`config.mk`:
```
export PLATFORM = sky130hd
export DESIGN_NAME = address_encoder_arb_flat
export DESIGN_NICKNAME = d
export VERILOG_FILES = /design/src/rtl/address_encoder_pkg.sv /design/src/rtl/address_encoder_arb_if.sv /design/src/rtl/prio_pick.sv /design/src/rtl/address_encoder_arb.sv /design/src/flat_wrapper.sv
export SDC_FILE = /design/constraint.sdc
export NUM_CORES = 1
export LEC_CHECK = 0
export CAP_MARGIN = 25
export CORE_ASPECT_RATIO = 0.6
export CORE_MARGIN = 2
export CORE_UTILIZATION = 40
export DETAILED_ROUTE_END_ITERATION = 8
export PLACE_DENSITY_LB_ADDON = 0.2
export SKIP_LAST_GASP = 1
export SLEW_MARGIN = 15
export SYNTH_ARGS = -nofsm -noshare
export SYNTH_HDL_FRONTEND = slang
export SYNTH_SLANG_ARGS = --single-unit
export TNS_END_PERCENT = 20
```
`constraint.sdc`:
```
create_clock -name clk -period 4 [get_ports clk]
set_clock_uncertainty 0.2 [all_clocks]
set_input_delay 1.2 -clock clk [delete_from_list [all_inputs] [get_ports clk]]
set_output_delay 1.2 -clock clk [all_outputs]
set_load 0.1 [all_outputs]
```
`src/rtl/address_encoder_pkg.sv`:
```
// -----------------------------------------------------------------------------
// address_encoder_pkg
// Purpose : shared constants and FSM state type for the address encoder
//           arbiter slice (address_encoder_arb, prio_pick, bus interface).
// Ports   : none (package).
// Config  : ADDRESS_ENCODER_RR_EN selects round-robin (defined) or fixed
//           priority (undefined) inside address_encoder_arb.
// -----------------------------------------------------------------------------
package address_encoder_pkg;

  localparam int NUM_REQ = 8;
  localparam int ADDR_W  = 3;

  typedef enum logic {
    IDLE  = 1'b0,
    GRANT = 1'b1
  } state_t;

endpackage : address_encoder_pkg

```
`src/rtl/address_encoder_arb_if.sv`:
```
// -----------------------------------------------------------------------------
// address_encoder_arb_if
// Purpose : request/grant bus between requesters/consumer and the arbiter.
// Signals : req[0:7]     request lines, bit i = requester i
//           en           grant enable (new grants only)
//           ack          consumer accepts the current grant
//           address[0:2] granted index, address[0] = LSB
//           grant[0:7]   one-hot copy of address, zero when not valid
//           valid        address/grant hold a live grant
// Modports: master drives req/en/ack; slave (the arbiter) drives the rest.
// Config  : none (ADDRESS_ENCODER_RR_EN only affects address_encoder_arb).
// -----------------------------------------------------------------------------
interface address_encoder_arb_if;
  import address_encoder_pkg::*;

  logic [0:NUM_REQ-1] req;
  logic               en;
  logic               ack;
  logic [0:ADDR_W-1]  address;
  logic [0:NUM_REQ-1] grant;
  logic               valid;

  modport master (
    output req, en, ack,
    input  address, grant, valid
  );

  modport slave (
    input  req, en, ack,
    output address, grant, valid
  );

endinterface : address_encoder_arb_if

```
`src/rtl/prio_pick.sv`:
```
// -----------------------------------------------------------------------------
// prio_pick
// Purpose : combinational rotate-and-find-first. Searches vec ascending from
//           index start, wrapping NUM_REQ-1 -> 0; the first set bit wins.
// Ports   : vec   [NUM_REQ-1:0] candidate vector
//           start [ADDR_W-1:0]  first index examined
//           idx   [ADDR_W-1:0]  winning index (0 when nothing found)
//           found               at least one bit of vec is set
// Config  : none.
// -----------------------------------------------------------------------------
module prio_pick
  import address_encoder_pkg::*;
(
  input  logic [NUM_REQ-1:0] vec,
  input  logic [ADDR_W-1:0]  start,
  output logic [ADDR_W-1:0]  idx,
  output logic               found
);

  logic [ADDR_W-1:0] cand;

  // Walk the offsets from farthest to nearest so the nearest set bit is the
  // last assignment; ADDR_W-bit addition gives the wrap for free.
  always_comb begin
    idx   = '0;
    found = 1'b0;
    cand  = '0;
    for (int k = NUM_REQ - 1; k >= 0; k--) begin
      cand = start + ADDR_W'(k);
      if (vec[cand]) begin
        idx   = cand;
        found = 1'b1;
      end
    end
  end

endmodule : prio_pick

```
`src/rtl/address_encoder_arb.sv`:
```
// -----------------------------------------------------------------------------
// address_encoder_arb
// Purpose : captures requests into a pending vector and grants one requester
//           at a time. A grant is held stable until ack, then one bubble
//           cycle (valid=0) separates consecutive grants.
// Ports   : clk    single clock, rising edge
//           rst_n  synchronous, active-low reset
//           bus    address_encoder_arb_if.slave (req/en/ack in,
//                  address/grant/valid out)
// Config  : ADDRESS_ENCODER_RR_EN defined   -> round-robin, search starts one
//                                              past the last accepted index.
//           ADDRESS_ENCODER_RR_EN undefined -> fixed priority from index 0.
// -----------------------------------------------------------------------------
module address_encoder_arb
  import address_encoder_pkg::*;
(
  input  logic                 clk,
  input  logic                 rst_n,
  address_encoder_arb_if.slave bus
);

  state_t             state_q, state_d;
  logic [NUM_REQ-1:0] pending_q, pending_d;
  logic [NUM_REQ-1:0] grant_q, grant_d;
  logic [ADDR_W-1:0]  address_q, address_d;
  logic               valid_q, valid_d;

  logic [NUM_REQ-1:0] req_v;
  logic [ADDR_W-1:0]  start;
  logic [ADDR_W-1:0]  pick_idx;
  logic               pick_found;

  // The bus uses ascending ranges; internally everything is [N-1:0] with
  // bit i meaning requester i / address bit i.
  for (genvar gi = 0; gi < NUM_REQ; gi++) begin : g_req_map
    assign req_v[gi]     = bus.req[gi];
    assign bus.grant[gi] = grant_q[gi];
  end

  for (genvar gi = 0; gi < ADDR_W; gi++) begin : g_addr_map
    assign bus.address[gi] = address_q[gi];
  end

  assign bus.valid = valid_q;

`ifdef ADDRESS_ENCODER_RR_EN
  logic [ADDR_W-1:0] last_q, last_d;

  // last resets to the top index so index 0 is searched first after reset.
  assign start = last_q + ADDR_W'(1);
`else
  assign start = '0;
`endif

  // Same-cycle requests are included so a fresh request is granted at the
  // very edge that captures it.
  prio_pick u_pick (
    .vec   (pending_q | req_v),
    .start (start),
    .idx   (pick_idx),
    .found (pick_found)
  );

  always_comb begin
    state_d   = state_q;
    pending_d = pending_q | req_v;
    grant_d   = grant_q;
    address_d = address_q;
    valid_d   = valid_q;
`ifdef ADDRESS_ENCODER_RR_EN
    last_d    = last_q;
`endif
    case (state_q)
      IDLE: begin
        if (bus.en && pick_found) begin
          address_d          = pick_idx;
          grant_d            = '0;
          grant_d[pick_idx]  = 1'b1;
          valid_d            = 1'b1;
          state_d            = GRANT;
        end
      end
      GRANT: begin
        if (bus.ack) begin
          // A request arriving with the accept re-arms the same bit.
          pending_d[address_q] = req_v[address_q];
          grant_d              = '0;
          valid_d              = 1'b0;
          state_d              = IDLE;
`ifdef ADDRESS_ENCODER_RR_EN
          last_d               = address_q;
`endif
        end
      end
      default: state_d = IDLE;
    endcase
  end

  always_ff @(posedge clk) begin
    if (!rst_n) begin
      state_q   <= IDLE;
      pending_q <= '0;
      grant_q   <= '0;
      address_q <= '0;
      valid_q   <= 1'b0;
`ifdef ADDRESS_ENCODER_RR_EN
      last_q    <= ADDR_W'(NUM_REQ - 1);
`endif
    end else begin
      state_q   <= state_d;
      pending_q <= pending_d;
      grant_q   <= grant_d;
      address_q <= address_d;
      valid_q   <= valid_d;
`ifdef ADDRESS_ENCODER_RR_EN
      last_q    <= last_d;
`endif
    end
  end

endmodule : address_encoder_arb
```
`src/flat_wrapper.sv`:
```
// flat-port wrapper written by rule: the top's interface ports become plain ports
module address_encoder_arb_flat import address_encoder_pkg::*;
  (clk, rst_n, bus_req, bus_en, bus_ack, bus_address, bus_grant, bus_valid);
  address_encoder_arb_if bus_i ();
  input  logic clk;
  input  logic rst_n;
  input wire logic [$bits(bus_i.req)-1:0] bus_req;
  input wire logic [$bits(bus_i.en)-1:0] bus_en;
  input wire logic [$bits(bus_i.ack)-1:0] bus_ack;
  output wire logic [$bits(bus_i.address)-1:0] bus_address;
  output wire logic [$bits(bus_i.grant)-1:0] bus_grant;
  output wire logic [$bits(bus_i.valid)-1:0] bus_valid;
  assign bus_i.req = bus_req;
  assign bus_i.en = bus_en;
  assign bus_i.ack = bus_ack;
  assign bus_address = bus_i.address;
  assign bus_grant = bus_i.grant;
  assign bus_valid = bus_i.valid;
  address_encoder_arb u_core (.clk(clk), .rst_n(rst_n), .bus(bus_i));
endmodule
```
==> summary.txt <==
Synth Area in Simple Gates = 24.40%
Number of top-level pins = 24
Critical Path Sink Type = flip-flop
Clk sink count = 21
Top cells by count, synth = 21 x dfxtp_1, 14 x a21oi_1, 10 x inv_1, 10 x nor2_1, 8 x o21ai_0
Arr. time, crit path = 2.93 ns
Fmax = 0.3430 GHz
Pins Over Slew Limit = 0
# resized after CTS = 0
Top routing layer used = met4
Crit Path Class = in2reg
H-tree depth = 1
Main flop type after synthesis = dfxtp_1
Crit Reg-Reg Endpoint = u_core.grant_q[6]$_SDFFE_PN0P_
Max clock buf depth = 2
Vias = 835
Drc violations = 0
Worst hold path class = reg2reg
CP Data Required Time = 4.01 ns
Post-Syn Instances = 102
Worst-path clk slew = 0.08 ns
Router iterations before antenna repair = 4
Final wirelength = 2269 um
Share of layout cells above drive strength 1 = 18.75%
Critical path origin = bus_req[4]
Routed met2 length = 959 um
Most numerous cell in the Yosys netlist = dfxtp_1
Worst skew pair latency = 0.27 ns
Dpl cell area = 0.001167 sq mm
P per Cell Area = 390.8 mW/mm^2
Clock root cell = clkbuf_8
Leakage power = 0.4701 nW
Flops & latches, synth = 21
Cell row count = 13
Worst slew pin tran = 0.5692 ns
Avg WL per Cell = 14.36 um
Place WS = 0.8334 ns
Synth cell types = 26
Die area = 0.002749 sq mm
Worst R2R Setup Slack = 2.24 ns
Status = finished, final reports clean
Share of synthesized registers carrying an async set or reset = 0%
Vias in the first global route = 776
Initial Util = 42.82%
Mux share of post-synthesis cell area = 0%
M1 wire length = 1131 um
Synth Area in XOR/XNOR = 0%
Largest net degree at the start of global routing = 15
Worst-case vdd ir drop = 224.6 uV
Final Hold Fails = 0
Design Area, Final = 0.001212 sq mm
Setup violators final = 0
Adder-cell share of the synthesized area = 0%
R2R depth = 4
Core ar. = 0.002180 sq mm
Compound-Gate Fraction of Synth Area = 26.14%
Buffers added on ports = 23
Ant diodes = 0
CP max FO = 8
Nets@finish = 141
Startpoint types = primary input
Final setup margin = 1.084 ns
Ys Warns = 0
Met3 WL post-DR = 142 um
Die height = 41.42 um
Final global-route overflow total = 0
Post-CTS Setup Inserts = 0
Syn_area_per_cell = 9.151 sq um
Sequential element share of the synthesized area = 45.04%
CTS tree = done
Yosys top cell area share = 45.04%
Hold-fix buffers, CTS = 0
Gr usage total = 18.74%
Die W = 66.37 um
Max_cap viols = 0
First DRT Iteration DRCs = 23
Min cycle time layout = 2.916 ns
Vias per inst = 5.285
Synth Net Count = 114
Cell taking the most area after synthesis = dfxtp_1
Worst Setup EP = u_core.grant_q[6]$_SDFFE_PN0P_
Finished Layout Cells = 158
Synthesis-to-layout area growth = 29.89%
Max_slew headroom = 61.57%
CTS Buf Count = 3
Gpl congestion = 0.8529
Setup_tns = 0 ns
WHS = 0.2633 ns
Crit Reg-Reg Startpoint = u_core.pending_q[3]$_SDFF_PN0_
Placed cells = 154
Initial antenna violation count = 0
Post-route antenna net violation count = 0
Global-route wire length before repair = 3753 um
Final period util = 72.89%
Dpl hpwl = 1668 um
Number of synthesized flops with an enable pin = 0
Largest family of logic cells by synthesized area = compound AO/OA/AOI/OAI gates
Top post-synthesis cells by area = dfxtp_1 45%, a21oi_1 7.5%, nor4_4 6.8%, o21ai_0 4.3%, inv_1 4.0%
Syn Std Cell Area = 933.4 sq um
Unrepaired setup endpoints after global routing = false
logic make-up after synthesis:
| group | count (synthesis) |
|---|---|
| AOI/OAI and AO/OA | 37 |
| and+or+nand+nor | 33 |
| DFF | 21 |
| buffers and inverters | 11 |
worst min path at each step:
stage                                        start  cells past startpoint                             end
detailed placement  u_core.grant_q[1]$_SDFFE_PN0P_                      1  u_core.grant_q[1]$_SDFFE_PN0P_
floorplan           u_core.pending_q[4]$_SDFF_PN0_                      2  u_core.pending_q[4]$_SDFF_PN0_
CTS                 u_core.grant_q[5]$_SDFFE_PN0P_                      1  u_core.grant_q[5]$_SDFFE_PN0P_
finish              u_core.grant_q[1]$_SDFFE_PN0P_                      1  u_core.grant_q[1]$_SDFFE_PN0P_
global placement    u_core.grant_q[1]$_SDFFE_PN0P_                      1  u_core.grant_q[1]$_SDFFE_PN0P_
global route        u_core.grant_q[1]$_SDFFE_PN0P_                      1  u_core.grant_q[1]$_SDFFE_PN0P_
cell type report:
class                           instances  area [sq um]
Tap cell                               30         37.54
Fill cell                             205         967.2
Timing Repair Buffer                   23         200.2
Multi-Input combinational cell         70         471.7
Sequential cell                        21         420.4
Clock buffer                            4         45.04
Inverter                               10         37.54
per-stage QoR:
stage / utilization, % / total power [mW]
floorplan: - / 0.3033
global placement: 53.56 / 0.3347
detailed placement: 53.56 / 0.3362
CTS: 55.63 / 0.4769
global route: 55.63 / 0.4938
finish: 55.63 / 0.4739
routing by layer:
metal	vias to the layer above	global-route usage, %
li1	424	-
met1	385	26.60
met2	21	25.80
met3	5	6.504
met4	0	7.347
met5	-	0
placed cells by master, fill, tap and decap left out:
cell type / n
a21oi_1: 14
dfxtp_1: 21
o2bb2ai_1: 4
or3_1: 1
nor3b_1: 1
clkbuf_8: 3
o31a_1: 1
nand2_1: 5
o311ai_0: 1
a211oi_1: 1
or4_4: 1
nor4_1: 2
clkdlybuf4s50_1: 11
nor2_1: 10
o21ai_0: 8
nor3_1: 2
o21a_1: 1
a22o_1: 4
nor4_4: 3
nand3_1: 1
nor2_4: 1
o31ai_1: 2
or2_2: 2
buf_4: 12
inv_1: 10
clkbuf_1: 1
a41oi_2: 1
nor4_2: 1
nand2b_1: 3
worst max-delay path: stages:
cell             delay [ns]
clkdlybuf4s50_1        0.52
nor4_4                 0.46
a41oi_2                0.28
nor2_4                 0.27
a22o_1                 0.18
sequential cells by signal, indices dropped and copies added, names as in the netlist:
| name | cells |
|---|---|
| u_core.address_q | 3 |
| u_core.bus.valid | 1 |
| u_core.grant_q | 8 |
| u_core.pending_q | 8 |
| u_core.state_q | 1 |
power by group:
group	total [mW]	internal, mW	leakage (nW)	switching, mW
Clock	0.142	0.0712	0.0228	0.0705
Combinational	0.0987	0.0319	0.274	0.0669
Sequential	0.233	0.220	0.173	0.0131
Power figures use the tool's default switching activity.
==> patch 1, RTL diff (same flow settings) <==
Reset style: asynchronous (`rst_n`), changed in one clocked block. Comments in the files are not updated.
--- a/src/rtl/address_encoder_arb.sv
+++ b/src/rtl/address_encoder_arb.sv
@@ -97,5 +97,5 @@
   end
 
-  always_ff @(posedge clk) begin
+  always_ff @(posedge clk or negedge rst_n) begin
     if (!rst_n) begin
       state_q   <= IDLE;
Check against the original RTL: differs if rst_n is asserted again (counterexample within 4 cycles, from zero or initial values and one cycle with rst_n low); with rst_n held inactive, the same outputs for 4 cycles.
==> patch 1 against the unedited design <==
Global-route usage up 0.53 points. Sequential share of layout area up 3.0 points. Wire length is 24% higher. Synthesized area is 19% higher. Setup slack worse by 0.14 ns. Cell area is 15% higher. Sequential cell count unchanged. Hold slack better by 0.032 ns.
Power is not compared: it rests on default switching activity, and its combinational part moved more than twofold at a synthesized area within 25%.
==> patch 1: results (changes against the unedited design) <==
status complete, no violations; worst rel slew slack 0.525 (-0.0910); Total GRT Usage 0.193 (+0.00525); met3 WL 294 um (+110%); H-tree levels 1 (unchanged); syn_nets 121 (+6.1%); highest metal used met4; dpl ws 0.708 ns (-0.125 ns); Clock Pin Slew Worst Setup and Hold Paths 0.09 ns; I/O Buffers 23 (unchanged); WL/cell 17.0 um (+18%); WL met2 1150 um (+19%); cell total after placement 161 (+4.5%); M2 GR Usage 0.246 (-0.0117); sequential fraction of the synthesis area 0.474 (+0.0236); Ant. Diodes 0 (unchanged); worst hold path type reg2reg; initial antenna violation count 0 (unchanged); CTS Buf Count 3 (unchanged); Cell Area, Placed 1340 um2 (+15%); Mapped Cells 109 (+6.9%); vias in the first global route 861 (+11%); worst vdd ir 332 uV; first-pass GRT wire length 4520 um (+20%); synth top area cells dfrtp_1 (47%), mux2i_1 (6.3%), nor2_1 (4.7%); YS warnings 0 (unchanged); drt first pass iters 5 (+1); final net count 147 (+4.3%); Synth Flop Type dfrtp_1; pin count of the biggest net entering global routing 22 (+7); Routed met1 length 1340 um (+18%); FILL cells 235 (+15%); commonest cells in the synthesized netlist dfrtp_1 (21), nor2_1 (14), nor3_1 (9), a21oi_1 (8); asr flop ratio synth 1.00 (+1.00); Lkg Pwr 0.530 nW; Vias 960 (+15%); routability cong. 0.954 (+12%); final WL 2820 um (+24%); count of cell types in the netlist 31 (+19%); 1st-iter DRT viols 70 (+200%); Worst-Skew Late Latency 0.27 ns (about the same); met1 Use GR 0.301 (+0.0351); fraction of layout cells with a size suffix above 1 0.209 (+0.0215); dpl hpwl 2090 um (+25%); CP max FO 8 (unchanged); Post-CTS Setup Inserts 0 (unchanged); Longest Clk Path Bufs 2 (unchanged); M3 GR Usage 0.0603 (-0.00477); Worst EP arrival 3.07 ns (+0.14 ns)
[patch 1: cell types whose count changed in the layout (fill, tap and decap cells not counted), sizes merged, moves of 7 or more]
cell and delta:
inv -9, dfxtp -21, mux2i +7, dfrtp +21, nor3 +7
[patch 1: worst paths after layout]
check                                    start                   to  slack, ns  cells past startpoint
max                                 bus_req[1]    u_core.grant_q[4]       0.94                      5
min                          u_core.grant_q[5]    u_core.grant_q[5]       0.30                      1
max reg2reg                u_core.address_q[1]  u_core.pending_q[5]       1.85                      4
min reg2reg                  u_core.grant_q[5]    u_core.grant_q[5]       0.30                      1
max in group asynchronous                rst_n    u_core.grant_q[6]       2.13                      2
min in group asynchronous                rst_n  u_core.pending_q[3]       1.01                      1
[patch 1: layout make-up]
| cell class | count | area, um2 | share of cell area |
|---|---|---|---|
| sequential | 21 | 526 | 0.377 |
| clock buffer | 3 | 41.3 | 0.0296 |
| multi-input combinational | 84 | 568 | 0.407 |
| inverter | 1 | 3.75 | 0.00269 |
| clock inverter | 1 | 5.00 | 0.00359 |
| timing repair buffer | 24 | 211 | 0.152 |
| tap | 32 | 40.0 | 0.0287 |
[patch 1: power by group]
part | leakage (nW) | switching [mW] | internal, mW
combinational | 0.264 | 0.148 | 0.0552
sequential | 0.240 | 0.0329 | 0.231
clock | 0.0255 | 0.0766 | 0.0696
total | 0.530 | 0.257 | 0.356
[patch 1: cell families after synthesis]
family          Yosys count  share of synthesized area
mux                       7                     0.0632
flops                    21                      0.474
buf+inv                   4                     0.0135
simple gates             51                      0.275
compound gates           26                      0.174
[patch 1: worst max-delay path, stage by stage]
cell	delay, ns
clkdlybuf4s50_1	0.48
nor4_2	0.57
a41oi_1	0.26
a21oi_2	0.36
a22o_1	0.20
==> patch 2, RTL diff (same settings) <==
Without the edit above. Add a define of `ADDRESS_ENCODER_RR_EN`.
--- a/src/rtl/address_encoder_arb.sv
+++ b/src/rtl/address_encoder_arb.sv
@@ -12,4 +12,6 @@
 //           ADDRESS_ENCODER_RR_EN undefined -> fixed priority from index 0.
 // -----------------------------------------------------------------------------
+`define ADDRESS_ENCODER_RR_EN
+
 module address_encoder_arb
   import address_encoder_pkg::*;
Behaviour: not the same (Yosys sat finds a counterexample within 4 cycles, from zero or initial values and one cycle with rst_n low).
==> patch 2 against the unedited design <==
Synthesized area up 120%. Via count rose to 2.6 times the old value. Setup slack lost 1.0 ns. Power increased by 120%. Count of clock-buffer cells in the layout fell by 1. Cell count increased by 130%. Cell area is 120% higher. Clock power grew 51%. Wire length grew to 2.8 times the old value. Sequential cell count is 3 higher. Critical path type unchanged. Critical endpoint is now u_core.grant_q[1]. Largest cell class unchanged. Largest power group is now combinational cells. Highest routed layer unchanged.
==> patch 2: results (changes against the unedited design) <==
1st-iter DRT viols 193 (+740%); Reg2Reg Depth 11 (+7); hold path endpoint u_core.grant_q[4]; mux cell area share after synthesis 0.202 (+0.202); non-clk buf share 0.209 (+0.0443); hold slack 0.272 ns (+0.00910 ns); dpl ws -0.309 ns (-1.14 ns); Multi-input gate area 1460 um2 (+210%); Total GRT Usage 0.232 (+0.0450); count of cell types in the netlist 60 (+130%); FF+latch count 24 (+14%); hold path depth 2 (+1); cell total after placement 354 (+130%); Crit-path slowest cell mux4_2; post-layout power 1.03 mW (+120%); worst vdd ir 159 uV (-29%); status complete, no violations; Worst EP arrival 3.95 ns (+1.02 ns); crit path from bus_req[3]; ClkCell Share 0.0266 (-0.0105); Net Sw Frac 0.398 (+0.0805); syn_nets 245 (+110%); fin cells 358 (+130%); reg2reg start u_core.last_q[0]; Top Registers u_core.grant_q x8, u_core.pending_q x8; Post-Synth Adder-Cell Area 0.0123 (+0.0123); Clk pwr share 0.209 (-0.090); sequential fraction of the synthesis area 0.236 (-0.214); R2R Path End u_core.grant_q[1]; Non-clk invs 5 (-5); compound-gate portion of the synthesized area 0.234 (-0.0272); Worst-Margin Slew 0.811 ns (+0.242 ns); Cell Area, Placed 2600 um2 (+120%); routability cong. 1.00 (+17%); first-pass GRT wire length 10000 um (+170%); multi-input combinational cell count 188 (+170%); Lkg Pwr 1.06 nW (+130%); CP max FO 5 (-3); top-area cell type share of the netlist area 0.236 (-0.214); FF-to-FF setup slack 0.45 ns (-1.79 ns); CP top delay family multiplexers; synth top area cells dfxtp_1 (24%), mux4_2 (12%), nand2_1 (4.4%); final WL 6280 um (+180%); clock buffer count 3 (-1); Max Fclk 254 MHz (-26%); dpl hpwl 5080 um (+200%); Post-Synth XOR/XNOR Area 0.0258 (+0.0258); final net count 307 (+120%); combinational share of power 0.514 (+0.306); pin count of the biggest net entering global routing 26 (+11); FILL cells 455 (+120%); fraction of layout cells with a size suffix above 1 0.325 (+0.138); Die X 96.1 um (+45%)
[patch 2: routing by layer]
metal	track usage	routed length (um)	share of wire	up-vias
li1	-	-	-	1021
met1	0.346	3030	0.48	1037
met2	0.330	2600	0.41	94
met3	0.0802	601	0.096	6
met4	0.0327	42	0.0067	0
met5	0	0	0	-
[patch 2: worst reg2reg max path, stage by stage (launching register included)]
cell and delay (ns):
dfxtp_1 0.39, clkinv_1 0.11, ha_1 0.30, buf_4 0.20, inv_2 0.19, mux4_1 0.69
mux2i_4 0.21, o21ai_1 0.09, nor4bb_2 0.19, o41ai_4 0.48, nor3b_2 0.29, a22o_1 0.17
[patch 2: cells by family after synthesis]
kind of cell               count (synthesis)
xor gates and xnor gates                   3
AOI/OAI and AO/OA                         67
adders and majority gates                  2
buffers and inverters                     19
DFF                                       24
muxes                                     24
and+or+nand+nor                           92
[patch 2: what timing repair did]
action	CTS	global route
pin swaps	0	1
setup endpoints to repair	2	9
resized for setup	1	2
